$ cat config.mk
export PLATFORM = sky130hd
export DESIGN_NAME = dual_rail_sequencer_flat
export DESIGN_NICKNAME = d
export VERILOG_FILES = /design/src/rtl/dual_rail_sequencer_if.sv /design/src/rtl/dual_rail_sequencer.sv /design/src/flat_wrapper.sv
export SDC_FILE = /design/constraint.sdc
export NUM_CORES = 1
export LEC_CHECK = 0
export CORE_AREA = 2 2 316 318
export CTS_CLUSTER_SIZE = 16
export DETAILED_ROUTE_END_ITERATION = 6
export DIE_AREA = 0 0 318 320
export GPL_TIMING_DRIVEN = 1
export HOLD_SLACK_MARGIN = 0.12
export PLACE_DENSITY = 0.5
export SETUP_SLACK_MARGIN = 0.5
export SLEW_MARGIN = 20
export SYNTH_ARGS = -nofsm -noshare
export SYNTH_HDL_FRONTEND = slang
export SYNTH_SLANG_ARGS = --single-unit
$ cat constraint.sdc
create_clock -name clk -period 2.7 [get_ports clk]
set_clock_uncertainty 0.15 [all_clocks]
set_input_delay 0.54 -clock clk [delete_from_list [all_inputs] [get_ports clk]]
set_output_delay 0.54 -clock clk [all_outputs]
set_load 0.01 [all_outputs]
$ cat src/rtl/dual_rail_sequencer_if.sv
// dual_rail_sequencer_if
// Groups every signal that connects the sequencer to its surroundings: the
// upstream valid/ready word port, the dual-rail LUT rails in both directions,
// and the registered result/status port.
//   in_valid, in_data             : upstream word offered to the sequencer
//   in_ready                      : sequencer can accept a word
//   lut_in, lut_inbar             : true/false rails driven into the LUT
//   lut_out, lut_outbar           : true/false rails returned by the LUT
//   res_valid, res_data, res_err  : one-cycle result pulse with status
//   fault                         : sticky error flag
// The slave modport is the sequencer's view. The master modport is the view of
// the environment around it, which includes both the upstream producer and the
// LUT that closes the loop.
interface dual_rail_sequencer_if #(
    parameter int WIDTH     = 256,
    parameter int OUT_WIDTH = 8
);
    logic                 in_valid;
    logic                 in_ready;
    logic [WIDTH-1:0]     in_data;
    logic [WIDTH-1:0]     lut_in;
    logic [WIDTH-1:0]     lut_inbar;
    logic [OUT_WIDTH-1:0] lut_out;
    logic [OUT_WIDTH-1:0] lut_outbar;
    logic                 res_valid;
    logic [OUT_WIDTH-1:0] res_data;
    logic [1:0]           res_err;
    logic                 fault;

    modport master (
        output in_valid, in_data, lut_out, lut_outbar,
        input  in_ready, lut_in, lut_inbar, res_valid, res_data, res_err, fault
    );

    modport slave (
        input  in_valid, in_data, lut_out, lut_outbar,
        output in_ready, lut_in, lut_inbar, res_valid, res_data, res_err, fault
    );
endinterface

$ cat src/rtl/dual_rail_sequencer.sv
// dual_rail_sequencer
// Drives a combinational dual-rail LUT with a return-to-zero protocol:
// each accepted word is placed on the rails (EVAL), the LUT result is captured
// once every output pair is valid, then the rails return to spacer
// (PRECHARGE) until the LUT outputs are empty again.
// Ports:
//   clk    : system clock, rising edge
//   rst_n  : asynchronous active-low reset
//   bus    : slave view of dual_rail_sequencer_if (handshake, rails, result)
// res_err encoding: 00 ok, 01 illegal (1,1) pair, 10 evaluate timeout.
module dual_rail_sequencer #(
    parameter int WIDTH       = 256,
    parameter int OUT_WIDTH   = 8,
    parameter int EVAL_CYCLES = 2,
    parameter int TIMEOUT     = 15
) (
    input  logic                    clk,
    input  logic                    rst_n,
    dual_rail_sequencer_if.slave    bus
);

    localparam int            CW        = $clog2(TIMEOUT);
    localparam logic [CW-1:0] EVAL_LAST = CW'(EVAL_CYCLES - 1);
    localparam logic [CW-1:0] TO_LAST   = CW'(TIMEOUT - 1);

    typedef enum logic [1:0] {
        IDLE,
        EVAL,
        PRECHARGE
    } state_t;

    state_t               state;
    state_t               state_next;
    logic [CW-1:0]        cnt;
    logic [WIDTH-1:0]     lut_in_q;
    logic [WIDTH-1:0]     lut_inbar_q;
    logic                 res_valid_q;
    logic [OUT_WIDTH-1:0] res_data_q;
    logic [1:0]           res_err_q;
    logic                 fault_q;

    logic                 illegal;
    logic                 complete;
    logic                 empty;

    logic                 load_word;
    logic                 clear_rails;
    logic                 cnt_clear;
    logic                 cnt_inc;
    logic                 emit;
    logic [1:0]           emit_err;
    logic [OUT_WIDTH-1:0] emit_data;
    logic                 set_fault;

    // Pair classification of the LUT return rails
    assign illegal  = |(bus.lut_out & bus.lut_outbar);
    assign complete = &(bus.lut_out ^ bus.lut_outbar);
    assign empty    = ~|(bus.lut_out | bus.lut_outbar);

    always_ff @(posedge clk or negedge rst_n) begin
        if (!rst_n) begin
            state <= IDLE;
        end else begin
            state <= state_next;
        end
    end

    // Next-state and control decode. In EVAL an illegal pair beats a
    // complete result, which in turn beats the timeout, so a result that
    // arrives on the last allowed cycle is still accepted.
    always_comb begin
        state_next  = state;
        load_word   = 1'b0;
        clear_rails = 1'b0;
        cnt_clear   = 1'b0;
        cnt_inc     = 1'b0;
        emit        = 1'b0;
        emit_err    = 2'b00;
        emit_data   = '0;
        set_fault   = 1'b0;
        case (state)
            IDLE: begin
                if (bus.in_valid) begin
                    load_word  = 1'b1;
                    cnt_clear  = 1'b1;
                    state_next = EVAL;
                end
            end
            EVAL: begin
                if (illegal) begin
                    emit      = 1'b1;
                    emit_err  = 2'b01;
                    set_fault = 1'b1;
                end else if (complete && cnt >= EVAL_LAST) begin
                    emit      = 1'b1;
                    emit_data = bus.lut_out;
                end else if (cnt == TO_LAST) begin
                    emit      = 1'b1;
                    emit_err  = 2'b10;
                    set_fault = 1'b1;
                end else begin
                    cnt_inc = 1'b1;
                end
                if (emit) begin
                    clear_rails = 1'b1;
                    cnt_clear   = 1'b1;
                    state_next  = PRECHARGE;
                end
            end
            PRECHARGE: begin
                if (empty) begin
                    cnt_clear  = 1'b1;
                    state_next = IDLE;
                end else if (cnt == TO_LAST) begin
                    set_fault  = 1'b1;
                    cnt_clear  = 1'b1;
                    state_next = IDLE;
                end else begin
                    cnt_inc = 1'b1;
                end
            end
            default: begin
                state_next = IDLE;
            end
        endcase
    end

    // Rails, cycle counter and result registers. The rails are loaded as an
    // exact complementary pair so the LUT never sees (1,1) or (0,0) while
    // evaluating; res_valid defaults low so it only ever pulses for one cycle.
    always_ff @(posedge clk or negedge rst_n) begin
        if (!rst_n) begin
            lut_in_q    <= '0;
            lut_inbar_q <= '0;
            cnt         <= '0;
            res_valid_q <= 1'b0;
            res_data_q  <= '0;
            res_err_q   <= 2'b00;
            fault_q     <= 1'b0;
        end else begin
            res_valid_q <= 1'b0;
            if (load_word) begin
                lut_in_q    <= bus.in_data;
                lut_inbar_q <= ~bus.in_data;
            end else if (clear_rails) begin
                lut_in_q    <= '0;
                lut_inbar_q <= '0;
            end
            if (cnt_clear) begin
                cnt <= '0;
            end else if (cnt_inc) begin
                cnt <= cnt + CW'(1);
            end
            if (emit) begin
                res_valid_q <= 1'b1;
                res_data_q  <= emit_data;
                res_err_q   <= emit_err;
            end
            if (set_fault) begin
                fault_q <= 1'b1;
            end
        end
    end

    assign bus.in_ready  = (state == IDLE);
    assign bus.lut_in    = lut_in_q;
    assign bus.lut_inbar = lut_inbar_q;
    assign bus.res_valid = res_valid_q;
    assign bus.res_data  = res_data_q;
    assign bus.res_err   = res_err_q;
    assign bus.fault     = fault_q;

endmodule

$ cat src/flat_wrapper.sv
// flat-port wrapper written by rule: the top's interface ports become plain ports
module dual_rail_sequencer_flat 
#(
    parameter int WIDTH       = 256,
    parameter int OUT_WIDTH   = 8,
    parameter int EVAL_CYCLES = 2,
    parameter int TIMEOUT     = 15
)
  (clk, rst_n, bus_in_valid, bus_in_data, bus_lut_out, bus_lut_outbar, bus_in_ready, bus_lut_in, bus_lut_inbar, bus_res_valid, bus_res_data, bus_res_err, bus_fault);
  dual_rail_sequencer_if #(.WIDTH(WIDTH), .OUT_WIDTH(OUT_WIDTH)) bus_i ();
  input  logic clk;
  input  logic rst_n;
  input wire logic [$bits(bus_i.in_valid)-1:0] bus_in_valid;
  input wire logic [$bits(bus_i.in_data)-1:0] bus_in_data;
  input wire logic [$bits(bus_i.lut_out)-1:0] bus_lut_out;
  input wire logic [$bits(bus_i.lut_outbar)-1:0] bus_lut_outbar;
  output wire logic [$bits(bus_i.in_ready)-1:0] bus_in_ready;
  output wire logic [$bits(bus_i.lut_in)-1:0] bus_lut_in;
  output wire logic [$bits(bus_i.lut_inbar)-1:0] bus_lut_inbar;
  output wire logic [$bits(bus_i.res_valid)-1:0] bus_res_valid;
  output wire logic [$bits(bus_i.res_data)-1:0] bus_res_data;
  output wire logic [$bits(bus_i.res_err)-1:0] bus_res_err;
  output wire logic [$bits(bus_i.fault)-1:0] bus_fault;
  assign bus_i.in_valid = bus_in_valid;
  assign bus_i.in_data = bus_in_data;
  assign bus_i.lut_out = bus_lut_out;
  assign bus_i.lut_outbar = bus_lut_outbar;
  assign bus_in_ready = bus_i.in_ready;
  assign bus_lut_in = bus_i.lut_in;
  assign bus_lut_inbar = bus_i.lut_inbar;
  assign bus_res_valid = bus_i.res_valid;
  assign bus_res_data = bus_i.res_data;
  assign bus_res_err = bus_i.res_err;
  assign bus_fault = bus_i.fault;
  dual_rail_sequencer #(.WIDTH(WIDTH), .OUT_WIDTH(OUT_WIDTH), .EVAL_CYCLES(EVAL_CYCLES), .TIMEOUT(TIMEOUT)) u_core (.clk(clk), .rst_n(rst_n), .bus(bus_i));
endmodule
==> run_summary.xml <==
<?xml version="1.0" encoding="UTF-8"?>
<metrics>
  <group name="status">
    <metric name="run_status" unit="">complete, no violations</metric>
  </group>
  <group name="timing">
    <metric name="final_slew_violations" unit="">0</metric>
    <metric name="slew-limit-headroom" unit="%">61.3</metric>
    <metric name="setup_violations" unit="">0</metric>
    <metric name="maxClockFrequency" unit="MHz">420</metric>
    <metric name="layout_min_cycle_time" unit="ns">2.38</metric>
    <metric name="report.final.hold_viol_count" unit="">0</metric>
    <metric name="grt_setup_unrepaired" unit="">true</metric>
    <metric name="worstMarginPinSlew" unit="ns">0.581</metric>
    <metric name="fin_hold_ws" unit="ns">0.178</metric>
    <metric name="totalNegativeSetupSlack" unit="ns">0</metric>
    <metric name="final_min_period_over_clock_period" unit="%">88.1</metric>
  </group>
  <group name="clock_network">
    <metric name="tritoncts_clock_tree" unit="">done</metric>
    <metric name="cts-htree-levels" unit="">3</metric>
    <metric name="clk_transition_reported_paths" unit="ns">0.06</metric>
    <metric name="cts_made_buffers" unit="">66</metric>
    <metric name="clkSinkCount" unit="">530</metric>
    <metric name="cts_root_buf" unit="">sky130_fd_sc_hd__clkbuf_16</metric>
    <metric name="clockBufferDepth" unit="">3</metric>
    <metric name="clock_insertion_delay_at_the_later_pin_of_the_skew_report" unit="ns">0.61</metric>
  </group>
  <group name="logic_synthesis">
    <metric name="syn_area" unit="mm2">0.0194</metric>
    <metric name="postSynthNetCount" unit="">1832</metric>
    <metric name="synth.mux.area_fraction" unit="%">0.110</metric>
    <metric name="yosys.area.top_type" unit="">sky130_fd_sc_hd__dfrtp_1</metric>
    <metric name="synth.most_common_cell" unit="">sky130_fd_sc_hd__dfrtp_1</metric>
    <metric name="synth_commonest_cells" unit="">sky130_fd_sc_hd__dfrtp_1 (530), sky130_fd_sc_hd__nand2_1 (275), sky130_fd_sc_hd__a22o_1 (257)</metric>
    <metric name="synth_ff_type" unit="">sky130_fd_sc_hd__dfrtp_1</metric>
    <metric name="synth_top_family_by_area" unit="">compound AO/OA/AOI/OAI gates</metric>
    <metric name="synth-edff-count" unit="">0</metric>
    <metric name="synth-seq-area-share" unit="%">68.3</metric>
    <metric name="synth_cell_type_count" unit="">36</metric>
    <metric name="synth_compound_gate_area_share" unit="%">19.2</metric>
    <metric name="fraction_of_the_mapped_netlist_area_in_adder_cells" unit="%">1.55</metric>
    <metric name="synth-simple-area-share" unit="%">6.01</metric>
    <metric name="ys_ff_latch" unit="">530</metric>
    <metric name="ys_warn_count" unit="">0</metric>
    <metric name="post-synth-top-area-fraction" unit="%">68.3</metric>
    <metric name="postSynth.asyncResetShare" unit="%">100</metric>
    <metric name="synth.avg_cell_area" unit="um2">12.7</metric>
    <metric name="ys_top_cells_by_area" unit="">sky130_fd_sc_hd__dfrtp_1 (68%), sky130_fd_sc_hd__a22o_1 (12%), sky130_fd_sc_hd__nand2_1 (5.3%), sky130_fd_sc_hd__o21ai_0 (5.1%), sky130_fd_sc_hd__buf_6 (2.9%)</metric>
    <metric name="gate_count_of_the_mapped_netlist" unit="">1533</metric>
    <metric name="synth_xor_area_share" unit="%">0.0451</metric>
  </group>
  <group name="route">
    <metric name="firstDrtPassIters" unit="">5</metric>
    <metric name="finalWirelength" unit="mm">81.9</metric>
    <metric name="ant_nets" unit="">0</metric>
    <metric name="first_iter_violations" unit="">798</metric>
    <metric name="wl_per_cell" unit="um">21.6</metric>
    <metric name="detailroute.via_count" unit="">16300</metric>
    <metric name="post_drt_via_cell_ratio" unit="">4.29</metric>
    <metric name="post-route-drc-count" unit="">0</metric>
  </group>
  <group name="floorplanning">
    <metric name="die_height" unit="um">320</metric>
    <metric name="initial_utilization" unit="%">19.8</metric>
    <metric name="floorplan.die_area" unit="mm2">0.102</metric>
    <metric name="core_region_area" unit="mm2">0.0980</metric>
    <metric name="die_width" unit="um">318</metric>
    <metric name="io-pin-count" unit="">800</metric>
    <metric name="core.rowCount" unit="">115</metric>
  </group>
  <group name="critical_path">
    <metric name="timing_worst_setup_path_type" unit="">register to register</metric>
    <metric name="cp.buffers_inverters" unit="">6</metric>
    <metric name="worst-endpoint-required" unit="ns">3.09</metric>
    <metric name="worst_setup_path_start_kind" unit="">register</metric>
    <metric name="critPathMaxFanout" unit="">6</metric>
    <metric name="worstSetupStartpoint" unit="">u_core.cnt[1]</metric>
    <metric name="worstPathCellList" unit="">inv_2, ha_2, nor4b_4, buf_4, nor3_4, o32ai_4, buf_12, clkbuf_16, buf_12, clkbuf_16, nand2_1, o21ai_0</metric>
    <metric name="critPathTopFamily" unit="">buffers and inverters</metric>
    <metric name="critical_path.slowest_cell" unit="">sky130_fd_sc_hd__dfrtp_1</metric>
    <metric name="critPathCaptureType" unit="">register</metric>
    <metric name="critical_path_arrival" unit="ns">2.77</metric>
    <metric name="critPathMaxStageDelay" unit="ns">0.37</metric>
    <metric name="r2r-start" unit="">u_core.cnt[1]</metric>
  </group>
  <group name="grt">
    <metric name="grt_util_all_layers" unit="%">14.9</metric>
    <metric name="first_pass_grt_wire_length" unit="mm">115</metric>
    <metric name="initial_antenna_violation_count" unit="">3</metric>
    <metric name="grt_max_degree" unit="">98</metric>
    <metric name="first_global_vias" unit="">17100</metric>
    <metric name="globalRouteOverflowTotal" unit="">0</metric>
  </group>
  <group name="finish">
    <metric name="layout.filler_cells" unit="">9537</metric>
    <metric name="multi_input_comb_area" unit="mm2">0.00548</metric>
    <metric name="ratio_of_cells_with_drive_above_1_in_the_final_layout" unit="%">13.3</metric>
    <metric name="total_nets_final" unit="">2753</metric>
    <metric name="flow.area_growth_from_synthesis" unit="%">79.3</metric>
    <metric name="layout.core_utilization" unit="%">35.5</metric>
    <metric name="post_layout_nonfiller_instances" unit="">3792</metric>
    <metric name="seq_area" unit="mm2">0.0133</metric>
  </group>
  <group name="hold_path">
    <metric name="startpoint_of_the_most_critical_hold_path" unit="">bus_lut_out[7]</metric>
    <metric name="hold_class" unit="">input port to register</metric>
  </group>
  <group name="place">
    <metric name="hpwlAfterDp" unit="mm">54.2</metric>
    <metric name="gp_routability_congestion" unit="">0.841</metric>
    <metric name="number_of_buffers_added_on_ports" unit="">799</metric>
    <metric name="numPlacedInstances" unit="">3583</metric>
  </group>
  <group name="power">
    <metric name="vdd_ir_drop_max" unit="V">0.000563</metric>
    <metric name="p_leak" unit="nW">21.9</metric>
    <metric name="p_per_area" unit="mW/mm2">1280</metric>
  </group>
  <group name="job">
    <metric name="timing.max_cap.violations" unit="">0</metric>
  </group>
</metrics>
==> kinds of logic (layout without fill, tap and decap cells) <==
| logic type | count (synthesis) | count (layout) |
|---|---|---|
| compound gates | 539 | 539 |
| flops | 530 | 530 |
| simple gates | 296 | 296 |
| buf+inv | 141 | 1110 |
| fa+ha+maj | 24 | 24 |
| mux | 2 | 2 |
| xor+xnor | 1 | 1 |
| other cells | 0 | 3 |
==> per-layer routing <==
layer | track usage [%] | vias up | wire, um
li1 | - | 7303 | -
met1 | 17.2 | 8208 | 32200
met2 | 25.7 | 624 | 41400
met3 | 4.48 | 118 | 5900
met4 | 5.97 | 2 | 2350
met5 | 0 | - | 12
==> registers in the layout, summed over array words and instances (netlist names) <==
signal                flops
u_core.bus.res_valid      1
u_core.cnt                4
u_core.bus.lut_inbar    256
u_core.bus.lut_in       256
u_core.state              2
u_core.bus.fault          1
u_core.bus.res_err        2
u_core.bus.res_data       8
==> cell type report <==
type | instances | share of cell area, %
antenna | 3 | 0.0216
clock buffer | 93 | 5.38
clock inverter | 23 | 0.651
inverter | 24 | 0.331
multi-input combinational | 862 | 15.8
sequential | 530 | 38.1
tap | 1287 | 4.63
timing repair buffer | 970 | 35.1
==> cell usage in the layout (no fill, tap or decap), types with 3 or more instances in the layout <==
cell                                n
sky130_fd_sc_hd__ha_4               8
sky130_fd_sc_hd__buf_6              8
sky130_fd_sc_hd__nand2_2           14
sky130_fd_sc_hd__clkinv_2          10
sky130_fd_sc_hd__ha_2               6
sky130_fd_sc_hd__buf_16            27
sky130_fd_sc_hd__nand3_1            3
sky130_fd_sc_hd__clkinv_8           3
sky130_fd_sc_hd__a22o_1           257
sky130_fd_sc_hd__nand4_1            5
sky130_fd_sc_hd__buf_12            45
sky130_fd_sc_hd__clkbuf_16         90
sky130_fd_sc_hd__o21ai_1          144
sky130_fd_sc_hd__clkdlybuf4s50_1  257
sky130_fd_sc_hd__dfrtp_1          530
sky130_fd_sc_hd__dlygate4sd2_1      9
sky130_fd_sc_hd__o21ai_2            8
sky130_fd_sc_hd__clkbuf_8          12
sky130_fd_sc_hd__a21o_1             3
sky130_fd_sc_hd__buf_8              9
sky130_fd_sc_hd__diode_2            3
sky130_fd_sc_hd__dlymetal6s2s_1   530
sky130_fd_sc_hd__nor2_1             4
sky130_fd_sc_hd__inv_2              6
sky130_fd_sc_hd__buf_4             58
sky130_fd_sc_hd__a21oi_1            3
sky130_fd_sc_hd__inv_6              8
sky130_fd_sc_hd__inv_4              3
sky130_fd_sc_hd__nand2_1          260
sky130_fd_sc_hd__ha_1              10
sky130_fd_sc_hd__inv_1             12
sky130_fd_sc_hd__o21ai_0          113
sky130_fd_sc_hd__clkbuf_1          15
==> where the power goes <==
part | switching (mW) | internal [mW] | leakage (nW)
clock | 3.57 | 5.06 | 1.03
combinational | 10.0 | 11.8 | 14.1
sequential | 2.16 | 11.7 | 6.84
==> worst paths after layout <==
check                                            end  slack [ns]  cells after the start
min in group asynchronous   u_core.bus.lut_inbar[31]        0.28                      2
min reg2reg                 u_core.bus.lut_inbar[84]        0.32                      2
max                        u_core.bus.lut_inbar[130]        0.32                     12
max in group asynchronous      u_core.bus.lut_in[70]        1.26                      4
min                           u_core.bus.res_data[7]        0.18                      2
max reg2reg                u_core.bus.lut_inbar[130]        0.32                     12
==> worst register-to-register path, stage by stage (launching register included) <==
cell and delay, ns:
sky130_fd_sc_hd__dfrtp_1 0.37, sky130_fd_sc_hd__inv_2 0.07, sky130_fd_sc_hd__ha_2 0.19, sky130_fd_sc_hd__nor4b_4 0.20, sky130_fd_sc_hd__buf_4 0.16, sky130_fd_sc_hd__nor3_4 0.04
sky130_fd_sc_hd__o32ai_4 0.28, sky130_fd_sc_hd__buf_12 0.21, sky130_fd_sc_hd__clkbuf_16 0.20, sky130_fd_sc_hd__buf_12 0.15, sky130_fd_sc_hd__clkbuf_16 0.17, sky130_fd_sc_hd__nand2_1 0.05
sky130_fd_sc_hd__o21ai_0 0.07
==> stage by stage <==
stage	setup WS, ns	instance area (um2)	total power [mW]
floorplan	0.449	19500	21.5
global placement	-0.406	29300	32.4
detailed placement	-0.476	29300	32.6
CTS	0.250	32300	43.6
global route	0.202	34800	46.9
finish	0.321	34800	44.4
==> repair_timing <==
action,4_1_cts,5_1_grt
pin swaps,13,10
gates cloned,16,27
hold buffers,1,1
buffers inserted,17,28
endpoints found under the hold margin,207,1
endpoints found under the setup margin,1041,1047
gates resized for setup,66,598
(Power assumes the default switching activity.)
